### src/rtl/mtf_pkg.sv
// Shared move-to-front definitions: list geometry, token kinds and the
// list-update rule used by both the decoder and encoder-side checkers.
package mtf_pkg;

  localparam int MTF_DEPTH = 4;
  localparam int MTF_IDX_W = 2;

  localparam logic TOK_LITERAL = 1'b0;
  localparam logic TOK_INDEX   = 1'b1;

  typedef logic [MTF_DEPTH-1:0] mtf_mask_t;
  typedef logic [MTF_IDX_W-1:0] mtf_idx_t;

  // Entries that reload on an update: entry 0 takes the new value and entry i
  // takes entry i-1. A hit at pos moves only 0..pos; a miss shifts everything.
  function automatic mtf_mask_t mtf_load_mask(input logic hit, input mtf_idx_t pos);
    mtf_mask_t mask;
    for (int i = 0; i < MTF_DEPTH; i++) begin
      mask[i] = !hit || (i <= int'(pos));
    end
    return mask;
  endfunction

endpackage

### src/rtl/mtf_out_fifo.sv
// Two-entry output FIFO; the head entry is presented on data_out.
module mtf_out_fifo #(
  parameter int DATA_W = 8
) (
  input  logic              clk_in,
  input  logic              reset_n_in,
  input  logic              push_in,
  input  logic [DATA_W-1:0] push_data_in,
  input  logic              pop_in,
  output logic [DATA_W-1:0] data_out,
  output logic [1:0]        count_out,
  output logic              full_out,
  output logic              empty_out
);

  logic [DATA_W-1:0] r_mem [2];
  logic              r_wr_ptr;
  logic              r_rd_ptr;
  logic [1:0]        r_count;
  logic              w_do_push;
  logic              w_do_pop;

  assign w_do_pop  = pop_in  && (r_count != 2'd0);
  assign w_do_push = push_in && (r_count != 2'd2);

  // NOTE: both slots are reset so data_out reads zero out of reset; cheap at this depth.
  always_ff @(posedge clk_in or negedge reset_n_in) begin
    if (!reset_n_in) begin
      r_mem[0] <= '0;
      r_mem[1] <= '0;
      r_wr_ptr <= 1'b0;
      r_rd_ptr <= 1'b0;
      r_count  <= 2'd0;
    end else begin
      if (w_do_push) r_mem[r_wr_ptr] <= push_data_in;
      r_wr_ptr <= r_wr_ptr ^ w_do_push;
      r_rd_ptr <= r_rd_ptr ^ w_do_pop;
      case ({w_do_push, w_do_pop})
        2'b10:   r_count <= r_count + 2'd1;
        2'b01:   r_count <= r_count - 2'd1;
        default: r_count <= r_count;
      endcase
    end
  end

  assign data_out  = r_mem[r_rd_ptr];
  assign count_out = r_count;
  assign full_out  = (r_count == 2'd2);
  assign empty_out = (r_count == 2'd0);

endmodule

### src/rtl/mtf_decoder.sv
// Move-to-front token decoder: rebuilds the byte stream from literal/index
// tokens and keeps the 4-entry recency list in step with the encoder.
module mtf_decoder
  import mtf_pkg::*;
#(
  parameter int DATA_W = 8
) (
  input  logic                 clk_in,
  input  logic                 reset_n_in,
  input  logic                 tok_valid_in,
  output logic                 tok_ready_out,
  input  logic                 tok_is_index_in,
  input  logic [MTF_IDX_W-1:0] tok_index_in,
  input  logic [DATA_W-1:0]    tok_literal_in,
  output logic [DATA_W-1:0]    data_out,
  output logic                 data_valid_out,
  input  logic                 data_ready_in,
  output logic                 err_out,
  output logic [DATA_W-1:0]    list_0,
  output logic [DATA_W-1:0]    list_1,
  output logic [DATA_W-1:0]    list_2,
  output logic [DATA_W-1:0]    list_3,
  output logic                 list_valid_0,
  output logic                 list_valid_1,
  output logic                 list_valid_2,
  output logic                 list_valid_3
);

  logic [DATA_W-1:0]    r_list [MTF_DEPTH];
  logic [MTF_DEPTH-1:0] r_valid;
  logic                 r_rdy_en;
  logic                 r_err;

  logic [MTF_DEPTH-1:0] w_lit_match;
  mtf_idx_t             w_lit_pos;
  logic                 w_is_index;
  logic                 w_idx_ok;
  logic                 w_hit;
  mtf_idx_t             w_pos;
  logic [DATA_W-1:0]    w_value;
  logic                 w_accept;
  logic                 w_push;
  logic                 w_pop;
  logic                 w_err;
  mtf_mask_t            w_load;
  logic [1:0]           w_count;
  logic                 w_full;
  logic                 w_empty;

  // Valid entries hold distinct values, so at most one literal comparator fires.
  always_comb begin
    w_lit_match = '0;
    w_lit_pos   = '0;
    for (int i = 0; i < MTF_DEPTH; i++) begin
      w_lit_match[i] = r_valid[i] && (r_list[i] == tok_literal_in);
    end
    for (int i = MTF_DEPTH - 1; i >= 0; i--) begin
      if (w_lit_match[i]) w_lit_pos = mtf_idx_t'(i);
    end
  end

  assign w_is_index = (tok_is_index_in == TOK_INDEX);
  assign w_idx_ok   = r_valid[tok_index_in];
  assign w_value    = w_is_index ? r_list[tok_index_in] : tok_literal_in;
  assign w_hit      = w_is_index || (|w_lit_match);
  assign w_pos      = w_is_index ? tok_index_in : w_lit_pos;

  assign w_accept = tok_valid_in && tok_ready_out;
  assign w_push   = w_accept && (!w_is_index || w_idx_ok);
  assign w_err    = w_accept && w_is_index && !w_idx_ok;
  assign w_pop    = data_valid_out && data_ready_in;
  assign w_load   = w_push ? mtf_load_mask(w_hit, w_pos) : '0;

  // NOTE: non-blocking assignments let every entry read its neighbour's old value.
  always_ff @(posedge clk_in or negedge reset_n_in) begin
    if (!reset_n_in) begin
      for (int i = 0; i < MTF_DEPTH; i++) r_list[i] <= '0;
      r_valid <= '0;
    end else begin
      if (w_load[0]) begin
        r_list[0]  <= w_value;
        r_valid[0] <= 1'b1;
      end
      for (int i = 1; i < MTF_DEPTH; i++) begin
        if (w_load[i]) begin
          r_list[i]  <= r_list[i-1];
          r_valid[i] <= r_valid[i-1];
        end
      end
    end
  end

  // rdy_en holds off token acceptance until the first edge after reset release.
  always_ff @(posedge clk_in or negedge reset_n_in) begin
    if (!reset_n_in) begin
      r_rdy_en <= 1'b0;
      r_err    <= 1'b0;
    end else begin
      r_rdy_en <= 1'b1;
      r_err    <= w_err;
    end
  end

  mtf_out_fifo #(.DATA_W(DATA_W)) u_out_fifo (
    .clk_in       (clk_in),
    .reset_n_in   (reset_n_in),
    .push_in      (w_push),
    .push_data_in (w_value),
    .pop_in       (w_pop),
    .data_out     (data_out),
    .count_out    (w_count),
    .full_out     (w_full),
    .empty_out    (w_empty)
  );

  assign tok_ready_out  = r_rdy_en && (w_count < 2'd2);
  assign data_valid_out = !w_empty;
  assign err_out        = r_err;

  assign list_0       = r_list[0];
  assign list_1       = r_list[1];
  assign list_2       = r_list[2];
  assign list_3       = r_list[3];
  assign list_valid_0 = r_valid[0];
  assign list_valid_1 = r_valid[1];
  assign list_valid_2 = r_valid[2];
  assign list_valid_3 = r_valid[3];

  a_no_overflow: assert property (@(posedge clk_in) disable iff (!reset_n_in) !(w_push && w_full));

endmodule

### config.mk
export PLATFORM = sky130hd
export DESIGN_NAME = mtf_decoder
export DESIGN_NICKNAME = d
export VERILOG_FILES = /design/src/rtl/mtf_pkg.sv /design/src/rtl/mtf_out_fifo.sv /design/src/rtl/mtf_decoder.sv
export SDC_FILE = /design/constraint.sdc
export NUM_CORES = 1
export LEC_CHECK = 0
export ABC_AREA = 1
export CAP_MARGIN = 20
export CORE_UTILIZATION = 50
export CTS_CLUSTER_DIAMETER = 30
export DETAILED_ROUTE_END_ITERATION = 8
export DONT_BUFFER_PORTS = 1
export HOLD_SLACK_MARGIN = 0.03
export PLACE_DENSITY = 0.68
export SETUP_SLACK_MARGIN = 0.2
export SLEW_MARGIN = 20
export SYNTH_ARGS = -nofsm -noshare
export SYNTH_HDL_FRONTEND = slang
export SYNTH_SLANG_ARGS = --single-unit
### constraint.sdc
create_clock -name clk_in -period 2.9 [get_ports clk_in]
set_clock_uncertainty 0.2 [all_clocks]
set_input_delay 0.87 -clock clk_in [delete_from_list [all_inputs] [get_ports clk_in]]
set_output_delay 0.87 -clock clk_in [all_outputs]
set_load 0.02 [all_outputs]
Word level (Yosys, flattened, before mapping)
Index checks and enable logic that the tools add are counted.
- add/sub/neg operators: 2
- $lt $le $gt $ge: 9
- equality and inequality tests: 7
- multiplexer cells: 19
- bitwise gates (word level): 5
- reduce and logical (&&, ||, !) cells: 26
- operator list (kind ; count):
    $mux W8 ; 7
    $eq A8 B8 Y1 ; 4
    $bmux W8 S2 ; 1
    $bwmux W16 ; 1
    $logic_and A1 B1 Y1 ; 13
    $mux W2 ; 5
    $demux W8 S1 ; 1
    $logic_or A1 B1 Y1 ; 5
    $ge A2 B2 Y1 const B ; 2
    $le A2 B2 Y1 const A ; 2
    $logic_not A1 Y1 ; 4
    $mux W4 ; 1
    $not A1 Y2 ; 2
    $pmux W2 S2 ; 1
    $reduce_bool A2 Y1 ; 2
    $reduce_or A4 Y1 ; 1
    $ge A3 B3 Y1 const B ; 1
    $lt A2 B3 Y1 const B ; 1
    $not A2 Y3 ; 1
    $add A2 B1 Y2 const B ; 1
    $bmux W1 S2 ; 1
    $eq A2 B1 Y1 const B ; 1
    $eq A2 B2 Y1 const B ; 1
    $le A1 B2 Y1 const A ; 1
    7 further kinds ; 8
- register bits: 58
- input port bits: 15
- output and inout bits: 47

Longest topological paths before layout
- depth in word-level cells: 10
- gate-level depth with buffers: 15
- depth with buffers taken out: 15

Cells and area by module
From an unflattened synthesis, not the netlist that was laid out.
- cell total of the unflattened synthesis: 489
- area, all modules: 3413.3 µm²
- modules (own cells, without submodules) (module ; instances ; cells each ; area each (µm²) ; sequential area each (µm²)):
    mtf_decoder ; 1 ; 376 ; 2478.6 ; 950.9
    mtf_out_fifo ; 1 ; 113 ; 934.6 ; 500.5

Worst setup path before layout
Ideal clock, no wire load.
- kind: input -> register
- start: in tok_index_in[0]
- end: reg u_out_fifo.r_count[1], in the netlist u_out_fifo.count_out[1]
- library setup time: 124 ps
- arrival: 2471 ps
- required time: 2576 ps
- path slack: 104 ps
- stages: 12
- cells stage by stage: buf_6 > inv_4 > nor2_1 > a211oi_2 > nor2_1 > a21oi_4 > inv_2 > buf_2 > ha_1 > a21oi_1 > o21ai_0 > xnor2_1
- word-level cells in the longest chain between the ends: 7
- elaborated cells on any way between the ends: 9
- RTL lines (element ; line ; RTL):
    start: declaration ; mtf_decoder.sv:13 ; input logic [MTF_IDX_W-1:0] tok_index_in,
    $bmux W1 S2 * ; mtf_decoder.sv:63 ; assign w_idx_ok = r_valid[tok_index_in];
    $mux W1 (implied by the code) * ; mtf_decoder.sv:63 ;
    $logic_or A1 B1 Y1 * ; mtf_decoder.sv:69 ; assign w_push = w_accept && (!w_is_index || w_idx_ok);
    $logic_and A1 B1 Y1 * ; mtf_decoder.sv:69 ;
    $logic_and A1 B1 Y1 * ; mtf_out_fifo.sv:24 ; assign w_do_push = push_in && (r_count != 2'd2);
    $eq A2 B1 Y1 or $eq A2 B2 Y1 (tied branches) ; mtf_out_fifo.sv:38 ; case ({w_do_push, w_do_pop})
    $pmux W2 S2 or $reduce_bool A2 Y1 (tied branches) ; -- ;
    end signal: assignment ; mtf_out_fifo.sv:39 ; 2'b10: r_count <= r_count + 2'd1;
    end signal: assignment ; mtf_out_fifo.sv:40 ; 2'b01: r_count <= r_count - 2'd1;
    end signal: assignment ; mtf_out_fifo.sv:41 ; default: r_count <= r_count;
    end: declaration ; mtf_out_fifo.sv:19 ; logic [1:0] r_count;
Every way passes the cells marked *; elsewhere a longest branch is shown, timed or not. The select of a mux whose other input is x is not followed.
A chain may end at the register's enable or synchronous reset.

Worst setup path after layout
- start: reg u_out_fifo.r_rd_ptr
- end: out data_out[5]
- word-level cells in the longest chain between the ends: 4
- RTL lines (element ; line ; RTL):
    start: declaration ; mtf_out_fifo.sv:18 ; logic r_rd_ptr;
    start signal: assignment ; mtf_out_fifo.sv:37 ; r_rd_ptr <= r_rd_ptr ^ w_do_pop;
    $not A1 Y2 (implied by the code) ; mtf_out_fifo.sv:46 ; assign data_out = r_mem[r_rd_ptr];
    $mux W8 (implied by the code) (3 in series) ; mtf_out_fifo.sv:46 ;
    end: declaration ; mtf_decoder.sv:15 ; output logic [DATA_W-1:0] data_out,
No other way between the ends. The select of a mux whose other input is x is not followed.

==> impl_metrics.yaml <==
worst_setup_path:
  worstReg2RegStart: "list_0[7]"
  crit_slowest_cell: "dfrtp_1"
  reg2reg_to: "list_1[4]"
  critPathMaxStageDelay_ps: 580
  crit_start: "u_out_fifo.r_rd_ptr"
  worstPathMaxFanout: 9
  end_kind: "output port"
  crit_required_ps: 1830
  start_kind: "flip-flop"
  rr_worst_depth: 14
  path_cells: "clkinvlp_4 -> nand2_1 -> nand2_1"
  rrSetupSlack_ps: 570
  crit_top_cell: "nand2_1"
  crit_type: "reg -> out"
  crit_arrival_ps: 1500
  setup.worst_path.end: "data_out[5]"
timing:
  setup_violations: 0
  drv_slew: 0
  fmax_mhz: 389
  worst_pin_slew_ps: 540
  finalHoldViolCount: 0
  rsz0062_at_grt: "false"
  relSlewSlack_pct: 63.6
  whs_ps: 180
  period_share_pct: 88.5
  finalSetupTns_ps: 0
  layout_min_cycle_time_ps: 2570
logic_synthesis:
  yosys.area_share.adder_pct: 1.12
  synthSimpleGateAreaFrac_pct: 31.2
  synth_cell_types: 30
  synth_compound_area_share_pct: 13.4
  syn_nets: 491
  ys.flop_type: "dfrtp_1"
  syn_area_per_cell_um2: 7.07
  synth_top_family_by_area: "simple AND/OR/NAND/NOR gates"
  ys.warnings.count: 0
  post_synth_xor_area_fraction_pct: 2.62
  ys_seq_area_share_pct: 43.4
  synth_seq_cells: 58
  synthCells: 473
  synth_edf_count: 0
  async_reset_ff_share_pct: 100
  synth_mux_area_share_pct: 0
  syn_area_mm2: 0.00334
drt:
  wl_mm: 9.32
  ant_nets: 0
  drcViolationCount: 0
  dr.pass1.iters: 5
  vias: 3080
  via_per_inst: 5.54
  avgRoutedWirePerCell_um: 16.8
  drtIter0Drc: 371
global_routing:
  met3_usage_pct: 6.82
  grt.met2_usage_pct: 41.2
  antenna_found_initial: 0
  grt_pass1_wl_mm: 15.4
  grt_util_met1_pct: 42.6
  grt.overflow.total: 0
  grt.busiest_layer: "met1"
  track_usage_pct: 28.7
  grt_pass1_vias: 2925
  grt_max_degree: 59
floorplanning:
  fp.dieW_um: 83.8
  die-area_mm2: 0.00701
  rows: 29
  die_y_um: 83.8
  io_pins: 62
  start_util_pct: 52.3
  core-area_mm2: 0.00639
placed_design:
  dpl.hpwl_mm: 6.82
  place_congestion: 0.890
  portBuffers: 0
clock_network:
  root_buffer: "clkbuf_8"
  cts_tree: "built"
  numCtsBuffers: 9
  htreeDepth: 3
  clk_path_buf_depth: 2
  cts_setup_buffers: 0
  clk_latency_ps: 340
  clkSinkCount: 58
  clkSlewWorstSetupHoldPaths_ps: 70
cells_and_area:
  drive_gt1_share_pct: 8.35
  num_antenna_cells: 0
  final_cell_mix: "nand2_1, o21ai_0, dfrtp_1"
  fillers: 628
  final_common_cell: "nand2_1"
  seq_area_mm2: 0.00145
  multi_input_area_mm2: 0.00164
  fin_nets: 492
  area_growth_pct: 7.86
worst_hold_path:
  min_path_type: "in -> async"
power:
  powerDensity_mw_per_mm2: 1030
  ir_worst_vdd_mv: 0.578
  p_leak_nw: 1.83
flow_run:
  cap_violations: 0
outcome:
  run_status: "finished clean"
[cell usage after synthesis, types with 2 or more instances]
| cell type | number | area share (%) |
|---|---|---|
| nand2_4 | 2 | 0.67 |
| clkbuf_1 | 5 | 0.56 |
| nand3_1 | 35 | 5.2 |
| buf_6 | 3 | 1.0 |
| buf_2 | 4 | 0.60 |
| nor2_1 | 33 | 3.7 |
| nand4_1 | 6 | 1.1 |
| o21ai_0 | 60 | 9.0 |
| xnor2_1 | 9 | 2.4 |
| inv_2 | 6 | 0.67 |
| inv_1 | 40 | 4.5 |
| nand2_2 | 3 | 0.56 |
| ha_1 | 3 | 1.1 |
| dfrtp_1 | 58 | 43 |
| nand2_1 | 171 | 19 |
| buf_1 | 2 | 0.22 |
| a21oi_1 | 19 | 2.8 |
| o21ai_1 | 2 | 0.30 |
[critical path, delay by kind of cell (launching register included)]
kind	cells	cell delay [ps]
and+or+nand+nor	2	260
DFF	1	580
buffers and inverters	1	320
[report_power, final]
group          switching [mW]  internal (mW)
registers               0.717           1.14
clock network           0.337          0.328
logic                   0.753          0.428
[metal layers]
metal | vias up | wire length (um) | share of wire [%]
li1 | 1510 | - | -
met5 | - | 0 | 0
met3 | 18 | 879 | 9.4
met2 | 148 | 3890 | 42
met4 | 0 | 167 | 1.8
met1 | 1404 | 4380 | 47
[worst min-delay path by stage]
stage,startpoint,to,slack [ps],depth (start not counted)
final,reset_n_in,u_out_fifo.r_mem[4],180,1
after global routing,reset_n_in,u_out_fifo.r_mem[10],210,1
after CTS,reset_n_in,list_0[1],180,1
after detailed placement,u_out_fifo.r_mem[2],u_out_fifo.r_mem[2],270,2
after global placement,u_out_fifo.r_mem[11],u_out_fifo.r_mem[11],270,2
after floorplan,u_out_fifo.r_mem[6],u_out_fifo.r_mem[6],250,2
[flip-flops by register name (all words and copies together) (netlist names)]
signal	count
list_3	8
err_out	1
u_out_fifo.count_out	2
list_0	8
r_valid	4
r_rdy_en	1
list_1	8
u_out_fifo.r_mem	16
u_out_fifo.r_wr_ptr	1
list_2	8
u_out_fifo.r_rd_ptr	1
[per-stage QoR]
step                      util, %  worst slack, ps  std cells  total power, mW  area (um^2)
final                        56.4              332        556             3.70         3600
after global routing         56.4              240        556             3.97         3600
after CTS                    56.4              280        556             3.70         3600
after detailed placement     53.3              325        539             3.01         3400
after global placement       53.3              367        539             2.99         3400
after floorplan                 -              206        473             2.67         3370
[logic make-up after synthesis]
family                   after synthesis
AND/OR/NAND/NOR                      253
AO/OA/AOI/OAI                         85
buffers and inverters                 63
flip-flops                            58
XOR/XNOR                              10
adder cells (fa/ha/maj)                3
other                                  1
[cell type report]
type	count	share of cell area, %
clock buffers	11	3.92
repair buffers	5	1.60
inverters	48	5.24
multi-input cells	352	45.5
clock inverters	5	0.833
flip-flops and latches	58	40.3
well taps	77	2.67
[timing repair]
item,in CTS,in global routing
gates resized for setup,0,1
hold endpoints to repair,58,0
setup endpoints to repair,0,3
hold buffers,1,0
No activity file was read; power rests on OpenSTA's default activity.
